$ cat src/rtl/uart_byte_rx_if.sv
`timescale 1ns/1ps
// Receiver-side bundle for uart_byte_rx: serial line in, byte/strobe/status out.
// valid and frame_err are single-cycle strobes with no ready; the consumer must take every one.
interface uart_byte_rx_if;
  logic       rxd;
  logic [7:0] data;
  logic       valid;
  logic       frame_err;
  logic       busy;
  logic [2:0] state_dbg;

  modport slave (
    input  rxd,
    output data, valid, frame_err, busy, state_dbg
  );

  modport master (
    output rxd,
    input  data, valid, frame_err, busy, state_dbg
  );
endinterface

$ cat src/rtl/uart_byte_rx.sv
`timescale 1ns/1ps
// Oversampling 8N1 UART receiver: 2-flop synchroniser, 3-sample majority per bit,
// one-cycle valid/frame_err strobes, single clock domain.
module uart_byte_rx #(
  parameter int OVERSAMPLE = 8
) (
  input logic           clk_uart,
  input logic           rst,
  uart_byte_rx_if.slave rx_if
);

  localparam int PW = (OVERSAMPLE > 1) ? $clog2(OVERSAMPLE) : 1;
  localparam int M  = OVERSAMPLE / 2;

  localparam logic [PW-1:0] PH_PRE  = PW'(M - 1);
  localparam logic [PW-1:0] PH_MID  = PW'(M);
  localparam logic [PW-1:0] PH_DEC  = PW'(M + 1);
  localparam logic [PW-1:0] PH_LAST = PW'(OVERSAMPLE - 1);

  typedef enum logic [2:0] {
    S_IDLE  = 3'd0,
    S_START = 3'd1,
    S_DATA  = 3'd2,
    S_STOP  = 3'd3,
    S_BREAK = 3'd4
  } state_t;

  logic          sync1_q, sync2_q;
  logic          rxs;
  state_t        state_q, state_d;
  logic [PW-1:0] phase_q, phase_d, phase_inc;
  logic [2:0]    bit_idx_q, bit_idx_d;
  logic [7:0]    shreg_q, shreg_d;
  logic          s_pre_q, s_pre_d;
  logic          s_mid_q, s_mid_d;
  logic [7:0]    data_q, data_d;
  logic          valid_q, valid_d;
  logic          ferr_q, ferr_d;
  logic          maj;

  always_ff @(posedge clk_uart) begin
    if (rst) begin
      sync1_q <= 1'b1;
      sync2_q <= 1'b1;
    end else begin
      sync1_q <= rx_if.rxd;
      sync2_q <= sync1_q;
    end
  end

  assign rxs = sync2_q;

  // The third vote is the live sample taken in the decision cycle itself.
  assign maj = (s_pre_q & s_mid_q) | (s_pre_q & rxs) | (s_mid_q & rxs);

  assign phase_inc = (phase_q == PH_LAST) ? '0 : phase_q + 1'b1;

  always_ff @(posedge clk_uart) begin
    if (rst) begin
      state_q   <= S_IDLE;
      phase_q   <= '0;
      bit_idx_q <= 3'd0;
      shreg_q   <= 8'h00;
      s_pre_q   <= 1'b1;
      s_mid_q   <= 1'b1;
      data_q    <= 8'h00;
      valid_q   <= 1'b0;
      ferr_q    <= 1'b0;
    end else begin
      state_q   <= state_d;
      phase_q   <= phase_d;
      bit_idx_q <= bit_idx_d;
      shreg_q   <= shreg_d;
      s_pre_q   <= s_pre_d;
      s_mid_q   <= s_mid_d;
      data_q    <= data_d;
      valid_q   <= valid_d;
      ferr_q    <= ferr_d;
    end
  end

  always_comb begin
    state_d   = state_q;
    phase_d   = phase_q;
    bit_idx_d = bit_idx_q;
    shreg_d   = shreg_q;
    s_pre_d   = s_pre_q;
    s_mid_d   = s_mid_q;
    data_d    = data_q;
    valid_d   = 1'b0;
    ferr_d    = 1'b0;

    if (state_q != S_IDLE && phase_q == PH_PRE) s_pre_d = rxs;
    if (state_q != S_IDLE && phase_q == PH_MID) s_mid_d = rxs;

    case (state_q)
      S_IDLE: begin
        phase_d = '0;
        // The cycle that first sees the low line is phase 0 of the start cell.
        if (!rxs) begin
          state_d = S_START;
          phase_d = PW'(1);
        end
      end

      S_START: begin
        phase_d = phase_inc;
        if (phase_q == PH_DEC && maj) begin
          state_d = S_IDLE;
          phase_d = '0;
        end else if (phase_q == PH_LAST) begin
          state_d   = S_DATA;
          bit_idx_d = 3'd0;
        end
      end

      S_DATA: begin
        phase_d = phase_inc;
        if (phase_q == PH_DEC) shreg_d[bit_idx_q] = maj;
        if (phase_q == PH_LAST) begin
          if (bit_idx_q == 3'd7) begin
            state_d   = S_STOP;
            bit_idx_d = 3'd0;
          end else begin
            bit_idx_d = bit_idx_q + 3'd1;
          end
        end
      end

      S_STOP: begin
        phase_d = phase_inc;
        // Leaving mid-cell buys baud-mismatch margin and allows gapless frames.
        if (phase_q == PH_DEC) begin
          phase_d = '0;
          if (maj) begin
            data_d  = shreg_q;
            valid_d = 1'b1;
            state_d = S_IDLE;
          end else begin
            ferr_d  = 1'b1;
            state_d = S_BREAK;
          end
        end
      end

      S_BREAK: begin
        phase_d = '0;
        if (rxs) state_d = S_IDLE;
      end

      default: begin
        state_d = S_IDLE;
        phase_d = '0;
      end
    endcase
  end

  assign rx_if.data      = data_q;
  assign rx_if.valid     = valid_q;
  assign rx_if.frame_err = ferr_q;
  assign rx_if.busy      = (state_q != S_IDLE);
  assign rx_if.state_dbg = state_q;

endmodule

$ cat src/flat_wrapper.sv
// flat-port wrapper written by rule: the top's interface ports become plain ports
module uart_byte_rx_flat 
#(
  parameter int OVERSAMPLE = 8
)
  (clk_uart, rst, rx_if_rxd, rx_if_data, rx_if_valid, rx_if_frame_err, rx_if_busy, rx_if_state_dbg);
  uart_byte_rx_if rx_if_i ();
  input logic clk_uart;
  input logic rst;
  input wire logic [$bits(rx_if_i.rxd)-1:0] rx_if_rxd;
  output wire logic [$bits(rx_if_i.data)-1:0] rx_if_data;
  output wire logic [$bits(rx_if_i.valid)-1:0] rx_if_valid;
  output wire logic [$bits(rx_if_i.frame_err)-1:0] rx_if_frame_err;
  output wire logic [$bits(rx_if_i.busy)-1:0] rx_if_busy;
  output wire logic [$bits(rx_if_i.state_dbg)-1:0] rx_if_state_dbg;
  assign rx_if_i.rxd = rx_if_rxd;
  assign rx_if_data = rx_if_i.data;
  assign rx_if_valid = rx_if_i.valid;
  assign rx_if_frame_err = rx_if_i.frame_err;
  assign rx_if_busy = rx_if_i.busy;
  assign rx_if_state_dbg = rx_if_i.state_dbg;
  uart_byte_rx #(.OVERSAMPLE(OVERSAMPLE)) u_core (.clk_uart(clk_uart), .rst(rst), .rx_if(rx_if_i));
endmodule
$ cat config.mk
export PLATFORM = sky130hd
export DESIGN_NAME = uart_byte_rx_flat
export DESIGN_NICKNAME = d
export VERILOG_FILES = /design/src/rtl/uart_byte_rx_if.sv /design/src/rtl/uart_byte_rx.sv /design/src/flat_wrapper.sv
export SDC_FILE = /design/constraint.sdc
export NUM_CORES = 1
export LEC_CHECK = 0
export ABC_CLOCK_PERIOD_IN_PS = 2200
export BUFFER_PORTS_ARGS = -buffer_cell sky130_fd_sc_hd__buf_4
export CAP_MARGIN = 25
export CORE_UTILIZATION = 60
export CTS_CLUSTER_DIAMETER = 30
export DETAILED_ROUTE_END_ITERATION = 16
export MAX_ROUTING_LAYER = met4
export PLACE_DENSITY = 0.82
export SLEW_MARGIN = 20
export SYNTH_ARGS = -nofsm -noshare
export SYNTH_HDL_FRONTEND = slang
export SYNTH_SLANG_ARGS = --single-unit
$ cat constraint.sdc
create_clock -name clk_uart -period 2.2 [get_ports clk_uart]
set_input_delay 0.22 -clock clk_uart [delete_from_list [all_inputs] [get_ports clk_uart]]
set_output_delay 0.22 -clock clk_uart [all_outputs]
set_load 0.005 [all_outputs]
==> report_table.html, run 1 <==
<table>
<tr><th>Metric</th><th>Value</th></tr>
<tr><th colspan="2">Status</th></tr>
<tr><td>Result of the run</td><td>finished, final reports clean</td></tr>
<tr><th colspan="2">Logic synthesis</th></tr>
<tr><td>Cell accounting for the most synthesized area</td><td>sky130_fd_sc_hd__dfxtp_1</td></tr>
<tr><td>Multiplexer area fraction after synthesis</td><td>0.121</td></tr>
<tr><td>Register bit total from synthesis</td><td>31</td></tr>
<tr><td>Post-synthesis instance area</td><td>1410 um^2</td></tr>
<tr><td>Number of flops mapped to enable cells by yosys</td><td>0</td></tr>
<tr><td>Post-synth top cells</td><td>31 x sky130_fd_sc_hd__dfxtp_1, 23 x sky130_fd_sc_hd__nor2_1, 17 x sky130_fd_sc_hd__mux2i_1</td></tr>
<tr><td>Sequential share of the synthesized area</td><td>0.441</td></tr>
<tr><td>Nets in the synthesized netlist</td><td>158</td></tr>
<tr><td>Area fraction in and, or, nand and nor cells after synthesis</td><td>0.233</td></tr>
<tr><td>Synthesized area per cell</td><td>9.50 um^2</td></tr>
<tr><td>Post-synthesis share of cell area spent on xor and xnor gates</td><td>0</td></tr>
<tr><td>Proportion of netlist area held by the largest area contributor</td><td>0.441</td></tr>
<tr><td>Most repeated cell in the gate-level netlist after synthesis</td><td>sky130_fd_sc_hd__dfxtp_1</td></tr>
<tr><td>Share of async-settable or async-resettable flops after synthesis</td><td>0</td></tr>
<tr><td>Fraction of the mapped netlist area in adder cells</td><td>0.0703</td></tr>
<tr><td>Cell count after synthesis</td><td>148</td></tr>
<tr><td>Synth Area in Compound Gates</td><td>0.0783</td></tr>
<tr><td>Combinational family with the most area after synthesis</td><td>simple AND/OR/NAND/NOR gates</td></tr>
<tr><td>Distinct cell type count of the synthesized netlist</td><td>37</td></tr>
<tr><td>Most area-consuming cells after synthesis</td><td>sky130_fd_sc_hd__dfxtp_1 44%, sky130_fd_sc_hd__mux2i_1 12%, sky130_fd_sc_hd__ha_1 6.2%</td></tr>
<tr><td>Warning count from the yosys run</td><td>0</td></tr>
<tr><td>Top FF cell, synth</td><td>sky130_fd_sc_hd__dfxtp_1</td></tr>
<tr><th colspan="2">Placement</th></tr>
<tr><td>DP Wirelength</td><td>1.72 mm</td></tr>
<tr><td>Port buffer count</td><td>16</td></tr>
<tr><td>Post-place instance area</td><td>1500 um^2</td></tr>
<tr><td>Weighted congestion reported at the end of routability-driven placement</td><td>0.830</td></tr>
<tr><th colspan="2">Cells and area</th></tr>
<tr><td>Fraction of layout instances using a drive strength above 1</td><td>0.174</td></tr>
<tr><td>Number of nets in the final layout</td><td>171</td></tr>
<tr><td>Number of antenna repair diodes</td><td>0</td></tr>
<tr><td>Fill cells</td><td>188</td></tr>
<tr><td>Area used by multi-input combinational logic</td><td>707 um^2</td></tr>
<tr><td>Final design instance area without fill</td><td>1560 um^2</td></tr>
<tr><td>Register area</td><td>621 um^2</td></tr>
<tr><td>Area growth from synthesis to final layout</td><td>10.8%</td></tr>
<tr><th colspan="2">Floorplan</th></tr>
<tr><td>Top Ports</td><td>17</td></tr>
<tr><td>Horizontal die dimension</td><td>50.4 um</td></tr>
<tr><td>Core Area</td><td>2210 um^2</td></tr>
<tr><td>Height of the die</td><td>50.4 um</td></tr>
<tr><td>Total number of placement rows</td><td>17</td></tr>
<tr><td>Effective utilization at floorplan</td><td>0.636</td></tr>
<tr><td>Area of the die</td><td>2540 um^2</td></tr>
<tr><th colspan="2">Route</th></tr>
<tr><td>Drt total wl</td><td>2.45 mm</td></tr>
<tr><td>Number of iterations in the first detailed-routing pass</td><td>4</td></tr>
<tr><td>Post-detailed-route wirelength per cell</td><td>12.9 um</td></tr>
<tr><td>Vias after detailed routing</td><td>1,056</td></tr>
<tr><td>Number of remaining DRC errors</td><td>0</td></tr>
<tr><td>Via/cell ratio</td><td>5.59</td></tr>
<tr><td>Routed Antenna Nets</td><td>0</td></tr>
<tr><td>Number of violations reported at the end of detailed-routing iteration 0</td><td>10</td></tr>
<tr><th colspan="2">Min path</th></tr>
<tr><td>Type of the worst min-delay path</td><td>in -&gt; reg</td></tr>
<tr><td>Start point of the worst min-delay path</td><td>rx_if_rxd</td></tr>
<tr><td>Worst hold stages</td><td>2</td></tr>
<tr><th colspan="2">Timing</th></tr>
<tr><td>Setup Viol. Count Final</td><td>0</td></tr>
<tr><td>Max-slew violation count</td><td>0</td></tr>
<tr><td>Setup TNS after final layout</td><td>0 ps</td></tr>
<tr><td>Relative slew slack</td><td>0.591</td></tr>
<tr><td>Maximum clock frequency</td><td>535 MHz</td></tr>
<tr><td>Final Critical Period</td><td>1870 ps</td></tr>
<tr><td>RSZ-0062 raised after global routing</td><td>no</td></tr>
<tr><td>Ratio of final minimum period to clock period</td><td>0.850</td></tr>
<tr><td>Worst clock skew</td><td>10.0 ps</td></tr>
<tr><td>Number of endpoints with negative hold slack in the final report</td><td>0</td></tr>
<tr><td>Measured slew at the worst slew-check pin</td><td>612 ps</td></tr>
<tr><th colspan="2">Global route</th></tr>
<tr><td>Total congestion overflow after global routing</td><td>0</td></tr>
<tr><td>Antenna violations before repair</td><td>0</td></tr>
<tr><td>First-pass GRT wire length</td><td>4.28 mm</td></tr>
<tr><td>Number of global-route vias before repair</td><td>1,015</td></tr>
<tr><td>Maximum number of pins on one net before global-route repair</td><td>31</td></tr>
<tr><td>GRT Util Overall</td><td>0.236</td></tr>
<tr><th colspan="2">Clock tree</th></tr>
<tr><td>Cell chosen for the clock root</td><td>sky130_fd_sc_hd__clkbuf_4</td></tr>
<tr><td>Latest clock arrival within the worst-skew pair</td><td>330 ps</td></tr>
<tr><td>Gates resized, CTS repair</td><td>0</td></tr>
<tr><td>Cts bufs inserted</td><td>5</td></tr>
<tr><td>Depth of the CTS H-tree</td><td>2</td></tr>
<tr><td>Clock-pin slew reported for the worst setup and hold paths after clock tree synthesis</td><td>90 ps</td></tr>
<tr><td>Clock Tree Buf Depth</td><td>2</td></tr>
<tr><td>Clock sinks</td><td>31</td></tr>
<tr><td>Postcts setup bufs</td><td>0</td></tr>
<tr><td>CTS tree</td><td>built</td></tr>
<tr><td>Cts hold-fix bufs</td><td>0</td></tr>
<tr><th colspan="2">Critical path</th></tr>
<tr><td>Cell family with the largest share of critical-path delay</td><td>simple AND/OR/NAND/NOR gates</td></tr>
<tr><td>Crit Reg-Reg Startpoint</td><td>u_core.rxs</td></tr>
<tr><td>Max Fanout on Critical Path</td><td>13</td></tr>
<tr><td>Data arrival time of the critical path</td><td>2090 ps</td></tr>
<tr><td>Category of the worst setup path capture point</td><td>register</td></tr>
<tr><td>Depth of the worst register-to-register path</td><td>4</td></tr>
<tr><td>Required arrival time at the worst endpoint</td><td>2420 ps</td></tr>
<tr><td>Number of buffer and inverter stages on the critical path</td><td>0</td></tr>
<tr><td>Number of stages on the worst setup path</td><td>4</td></tr>
<tr><td>Critical path startpoint category</td><td>register</td></tr>
<tr><td>Largest stage delay on the critical path</td><td>550 ps</td></tr>
<tr><td>Slowest-stage cell, CP</td><td>sky130_fd_sc_hd__nand4_1</td></tr>
<tr><td>Setup crit start</td><td>u_core.rxs</td></tr>
<tr><td>Critical path, cell by cell</td><td>maj3_2, nand4_1, mux2i_1, nor2_1</td></tr>
<tr><td>Setup CP Type</td><td>reg -&gt; reg</td></tr>
<tr><th colspan="2">Pwr</th></tr>
<tr><td>VDD IR-drop max</td><td>0.482 mV</td></tr>
<tr><td>Cell area power density</td><td>595 nW/um^2</td></tr>
<tr><td>Total leakage power</td><td>0.729 nW</td></tr>
<tr><th colspan="2">Run</th></tr>
<tr><td>Total of max-cap violations</td><td>0</td></tr>
</table>
-- layout by cell type, fill, tap and decap left out, types with 2 or more instances in the layout --
| cell | Yosys | routed |
|---|---|---|
| sky130_fd_sc_hd__nand4b_1 | 2 | 2 |
| sky130_fd_sc_hd__buf_4 | 1 | 16 |
| sky130_fd_sc_hd__or3_1 | 3 | 3 |
| sky130_fd_sc_hd__ha_1 | 7 | 7 |
| sky130_fd_sc_hd__nand2b_1 | 6 | 6 |
| sky130_fd_sc_hd__nor2_1 | 23 | 23 |
| sky130_fd_sc_hd__nand3_1 | 6 | 6 |
| sky130_fd_sc_hd__clkbuf_4 | 0 | 5 |
| sky130_fd_sc_hd__nand4_1 | 3 | 3 |
| sky130_fd_sc_hd__mux2i_1 | 17 | 17 |
| sky130_fd_sc_hd__dfxtp_1 | 31 | 31 |
| sky130_fd_sc_hd__or2_2 | 2 | 2 |
| sky130_fd_sc_hd__inv_1 | 5 | 5 |
| sky130_fd_sc_hd__a21oi_1 | 4 | 4 |
| sky130_fd_sc_hd__and2_1 | 2 | 2 |
| sky130_fd_sc_hd__o21ai_0 | 4 | 4 |
| sky130_fd_sc_hd__nor2b_1 | 3 | 3 |
| sky130_fd_sc_hd__nand2_1 | 4 | 4 |
-- flip-flops by register name, summed over array words and instances, names as in the netlist --
name and flops:
u_core.rx_if.data 8, u_core.s_mid_q 1, u_core.phase_q 3, u_core.shreg_q 8
u_core.s_pre_q 1, u_core.rx_if.valid 1, u_core.rx_if.frame_err 1, u_core.rxs 1
u_core.bit_idx_q 3, u_core.sync1_q 1, u_core.rx_if.state_dbg 3
-- where the power goes --
group,switching [mW],internal [mW]
Sequential,0.00475,0.564
Combinational,0.0166,0.0144
Clock,0.179,0.148
Total,0.201,0.727
-- per-layer routing --
metal	routed length, um	track usage	up-vias
met1	1220	0.264	493
li1	-	-	537
met2	1050	0.364	19
met3	128	0.100	7
met4	43	0.111	0
met5	0	-	-
-- logic make-up after synthesis --
logic type | count (synthesis)
adders and majority gates | 8
buffers and inverters | 15
AOI/OAI and AO/OA | 16
DFF | 31
and+or+nand+nor | 61
muxes | 17
-- worst paths after layout --
kind / endpoint / slack [ps]
setup reg to reg: u_core.rx_if.data[7] / 330
setup / recovery: u_core.rx_if.data[7] / 330
hold / removal: u_core.sync1_q / 80
hold reg to reg: u_core.rxs / 420
-- worst reg2reg max path: cells and delay by family (launching register included) --
family	cells	cell delay, ps
flops	1	420
simple gates	2	610
mux	1	360
fa+ha+maj	1	390
-- through the flow --
step	cells	util	worst slack (ps)	power, mW	hold WS (ps)
floorplan	148	-	828	0.606	324
global placement	182	0.679	405	0.613	400
detailed placement	182	0.679	314	0.614	402
CTS	189	0.704	307	0.937	70.6
global route	189	0.704	146	0.968	59.4
finish	189	0.704	329	0.927	77.4
-- final cells by class --
class	count	share of cell area
multi-input cells	102	0.454
flip-flops and latches	31	0.398
repair buffers	16	0.0771
clock buffers	6	0.0329
well taps	28	0.0225
inverters	5	0.0120
clock inverters	1	0.00321
Note: power is estimated with default switching activity, not from simulation.
==> run 2: changes to the inputs <==
Settings changed: ABC_CLOCK_PERIOD_IN_PS 2200 to 1850, CORE_UTILIZATION 60 to 59, CTS_BUF_LIST from default to sky130_fd_sc_hd__clkbuf_8, PLACE_DENSITY 0.82 to 0.81.
Clock period 2.2 ns to 1.85 ns, I/O delays scaled along.
==> run 2 against run 1 <==
Effect of this change:
- wire length up 3.3%
- clock power up 110%
- final cell count increased by 1.1%
- die area is 1.6% higher
- sequential share of layout area down 1.8 points
- non-clock buffer count rose by 1
- global-route usage down 0.058 points
- largest cell class unchanged
- largest power group is now clock
==> report_table.html, run 2 (synthesized netlist as in run 1, its figures left out) <==
<table>
<tr><th>Metric</th><th>Value</th></tr>
<tr><th colspan="2">Route</th></tr>
<tr><td>Drt total wl</td><td>2.53 mm</td></tr>
<tr><td>Number of violations reported at the end of detailed-routing iteration 0</td><td>25</td></tr>
<tr><td>Vias after detailed routing</td><td>1,061</td></tr>
<tr><td>Number of iterations in the first detailed-routing pass</td><td>4</td></tr>
<tr><td>Routed Antenna Nets</td><td>0</td></tr>
<tr><td>Via/cell ratio</td><td>5.55</td></tr>
<tr><td>Number of remaining DRC errors</td><td>0</td></tr>
<tr><td>Post-detailed-route wirelength per cell</td><td>13.2 um</td></tr>
<tr><th colspan="2">Placement</th></tr>
<tr><td>Weighted congestion reported at the end of routability-driven placement</td><td>0.831</td></tr>
<tr><td>Post-place instance area</td><td>1510 um^2</td></tr>
<tr><td>Number of instances in the placed design</td><td>183</td></tr>
<tr><td>DP Wirelength</td><td>1.78 mm</td></tr>
<tr><td>Setup slack at placement</td><td>200 ps</td></tr>
<tr><td>Port buffer count</td><td>16</td></tr>
<tr><th colspan="2">Min path</th></tr>
<tr><td>Start point of the worst min-delay path</td><td>rx_if_rxd</td></tr>
<tr><td>Type of the worst min-delay path</td><td>in -&gt; reg</td></tr>
<tr><td>Hold-critical path endpoint</td><td>u_core.sync1_q</td></tr>
<tr><td>Worst hold stages</td><td>2</td></tr>
<tr><th colspan="2">Pwr</th></tr>
<tr><td>VDD IR-drop max</td><td>0.952 mV</td></tr>
<tr><td>Cell area power density</td><td>858 nW/um^2</td></tr>
<tr><td>PnR Total Power</td><td>1.40 mW</td></tr>
<tr><td>Total leakage power</td><td>0.761 nW</td></tr>
<tr><th colspan="2">Cells and area</th></tr>
<tr><td>Commonest non-fill, non-tap cells in the layout</td><td>31 x sky130_fd_sc_hd__dfxtp_1, 23 x sky130_fd_sc_hd__nor2_1, 17 x sky130_fd_sc_hd__mux2i_1, 17 x sky130_fd_sc_hd__buf_4, 7 x sky130_fd_sc_hd__ha_1</td></tr>
<tr><td>Util after Layout</td><td>0.731</td></tr>
<tr><td>Number of nets in the final layout</td><td>172</td></tr>
<tr><td>Fill cells</td><td>178</td></tr>
<tr><td>Area growth from synthesis to final layout</td><td>16.1%</td></tr>
<tr><td>Count of placed standard cells in the final layout, fillers left out</td><td>191</td></tr>
<tr><td>Fraction of layout instances using a drive strength above 1</td><td>0.190</td></tr>
<tr><td>Commonest non-fill, non-tap cell in the layout</td><td>sky130_fd_sc_hd__dfxtp_1</td></tr>
<tr><td>Final design instance area without fill</td><td>1630 um^2</td></tr>
<tr><td>Number of antenna repair diodes</td><td>0</td></tr>
<tr><th colspan="2">Floorplan</th></tr>
<tr><td>Top Ports</td><td>17</td></tr>
<tr><td>Effective utilization at floorplan</td><td>0.630</td></tr>
<tr><td>Total number of placement rows</td><td>17</td></tr>
<tr><td>Height of the die</td><td>50.8 um</td></tr>
<tr><td>Core Area</td><td>2230 um^2</td></tr>
<tr><td>Area of the die</td><td>2580 um^2</td></tr>
<tr><td>Horizontal die dimension</td><td>50.8 um</td></tr>
<tr><th colspan="2">Critical path</th></tr>
<tr><td>Slowest-stage cell, CP</td><td>sky130_fd_sc_hd__maj3_2</td></tr>
<tr><td>Category of the worst setup path capture point</td><td>register</td></tr>
<tr><td>Max Fanout on Critical Path</td><td>13</td></tr>
<tr><td>Worst reg2reg setup slack</td><td>290 ps</td></tr>
<tr><td>Critical path startpoint category</td><td>register</td></tr>
<tr><td>Data arrival time of the critical path</td><td>1730 ps</td></tr>
<tr><td>Setup CP Type</td><td>reg -&gt; reg</td></tr>
<tr><td>FF-to-FF End</td><td>u_core.rx_if.data[1]</td></tr>
<tr><td>Depth of the worst register-to-register path</td><td>5</td></tr>
<tr><td>Number of buffer and inverter stages on the critical path</td><td>1</td></tr>
<tr><td>Largest stage delay on the critical path</td><td>430 ps</td></tr>
<tr><td>Crit Reg-Reg Startpoint</td><td>u_core.rxs</td></tr>
<tr><td>Required arrival time at the worst endpoint</td><td>2020 ps</td></tr>
<tr><td>Cell family with the largest share of critical-path delay</td><td>adder cells</td></tr>
<tr><td>Critical path, cell by cell</td><td>maj3_2, nand4_1, buf_4, mux2i_1, nor2_1</td></tr>
<tr><th colspan="2">Clock tree</th></tr>
<tr><td>Cts hold-fix bufs</td><td>0</td></tr>
<tr><td>CTS tree</td><td>built</td></tr>
<tr><td>Postcts setup bufs</td><td>0</td></tr>
<tr><td>Latest clock arrival within the worst-skew pair</td><td>290 ps</td></tr>
<tr><td>Gates resized, CTS repair</td><td>0</td></tr>
<tr><td>Cts bufs inserted</td><td>5</td></tr>
<tr><td>Depth of the CTS H-tree</td><td>2</td></tr>
<tr><td>Clock-pin slew reported for the worst setup and hold paths after clock tree synthesis</td><td>70 ps</td></tr>
<tr><td>Cell chosen for the clock root</td><td>sky130_fd_sc_hd__clkbuf_8</td></tr>
<tr><td>Clock sinks</td><td>31</td></tr>
<tr><td>Clock Tree Buf Depth</td><td>2</td></tr>
<tr><th colspan="2">Timing</th></tr>
<tr><td>Measured slew at the worst slew-check pin</td><td>375 ps</td></tr>
<tr><td>Setup TNS after final layout</td><td>0 ps</td></tr>
<tr><td>Ratio of final minimum period to clock period</td><td>0.844</td></tr>
<tr><td>Max-slew violation count</td><td>0</td></tr>
<tr><td>PnR worst setup slack</td><td>288 ps</td></tr>
<tr><td>Relative slew slack</td><td>0.750</td></tr>
<tr><td>Worst-case hold slack</td><td>82.7 ps</td></tr>
<tr><td>Final Critical Period</td><td>1560 ps</td></tr>
<tr><td>Setup Viol. Count Final</td><td>0</td></tr>
<tr><td>Worst clock skew</td><td>5.49 ps</td></tr>
<tr><td>Maximum clock frequency</td><td>640 MHz</td></tr>
<tr><td>Number of endpoints with negative hold slack in the final report</td><td>0</td></tr>
<tr><td>RSZ-0062 raised after global routing</td><td>no</td></tr>
<tr><th colspan="2">Global route</th></tr>
<tr><td>Total congestion overflow after global routing</td><td>0</td></tr>
<tr><td>GRT Util Overall</td><td>0.236</td></tr>
<tr><td>Number of global-route vias before repair</td><td>967</td></tr>
<tr><td>Maximum number of pins on one net before global-route repair</td><td>31</td></tr>
<tr><td>First-pass GRT wire length</td><td>4.24 mm</td></tr>
<tr><td>Antenna violations before repair</td><td>0</td></tr>
<tr><th colspan="2">Run</th></tr>
<tr><td>Total of max-cap violations</td><td>0</td></tr>
<tr><th colspan="2">Status</th></tr>
<tr><td>Result of the run</td><td>finished, final reports clean</td></tr>
</table>
run 2: worst max path at each step:
| stage | end | cells after the start | start | slack [ps] |
|---|---|---|---|---|
| 2_1_floorplan | u_core.s_pre_q | 4 | u_core.rx_if.state_dbg[0] | 480 |
| 3_3_place_gp | u_core.bit_idx_q[1] | 5 | u_core.phase_q[0] | 320 |
| 3_5_place_dp | u_core.bit_idx_q[0] | 5 | u_core.phase_q[0] | 200 |
| 4_1_cts | u_core.bit_idx_q[0] | 5 | u_core.phase_q[0] | 170 |
| 5_1_grt | u_core.rx_if.data[1] | 7 | u_core.phase_q[1] | 170 |
| 6_report | u_core.rx_if.data[1] | 5 | u_core.rxs | 290 |
run 2: area by class of cell:
type	count	area [um^2]	share of cell area
inverters	5	18.8	0.0115
clock buffers	6	82.6	0.0506
repair buffers	17	128	0.0782
clock inverters	2	35.0	0.0215
flip-flops and latches	31	621	0.380
well taps	28	35.0	0.0215
multi-input cells	102	713	0.437
run 2: worst reg2reg max path, cell delays in order, from the launching register on:
cell,delay (ps)
sky130_fd_sc_hd__dfxtp_1,360
sky130_fd_sc_hd__maj3_2,430
sky130_fd_sc_hd__nand4_1,130
sky130_fd_sc_hd__buf_4,210
sky130_fd_sc_hd__mux2i_1,260
sky130_fd_sc_hd__nor2_1,70
run 2: layer usage:
layer  vias up  routed length [um]  GRT usage
met3         8                  97     0.0744
met5         -                   0          -
met1       488                1180      0.261
met2        28                1190      0.378
met4         0                  59      0.130
li1        537                   -          -
run 2: power breakdown:
part	leakage (nW)	internal (mW)	switching, mW
Combinational	0.449	0.0173	0.0194
Clock	0.0612	0.435	0.250
Sequential	0.250	0.672	0.00598
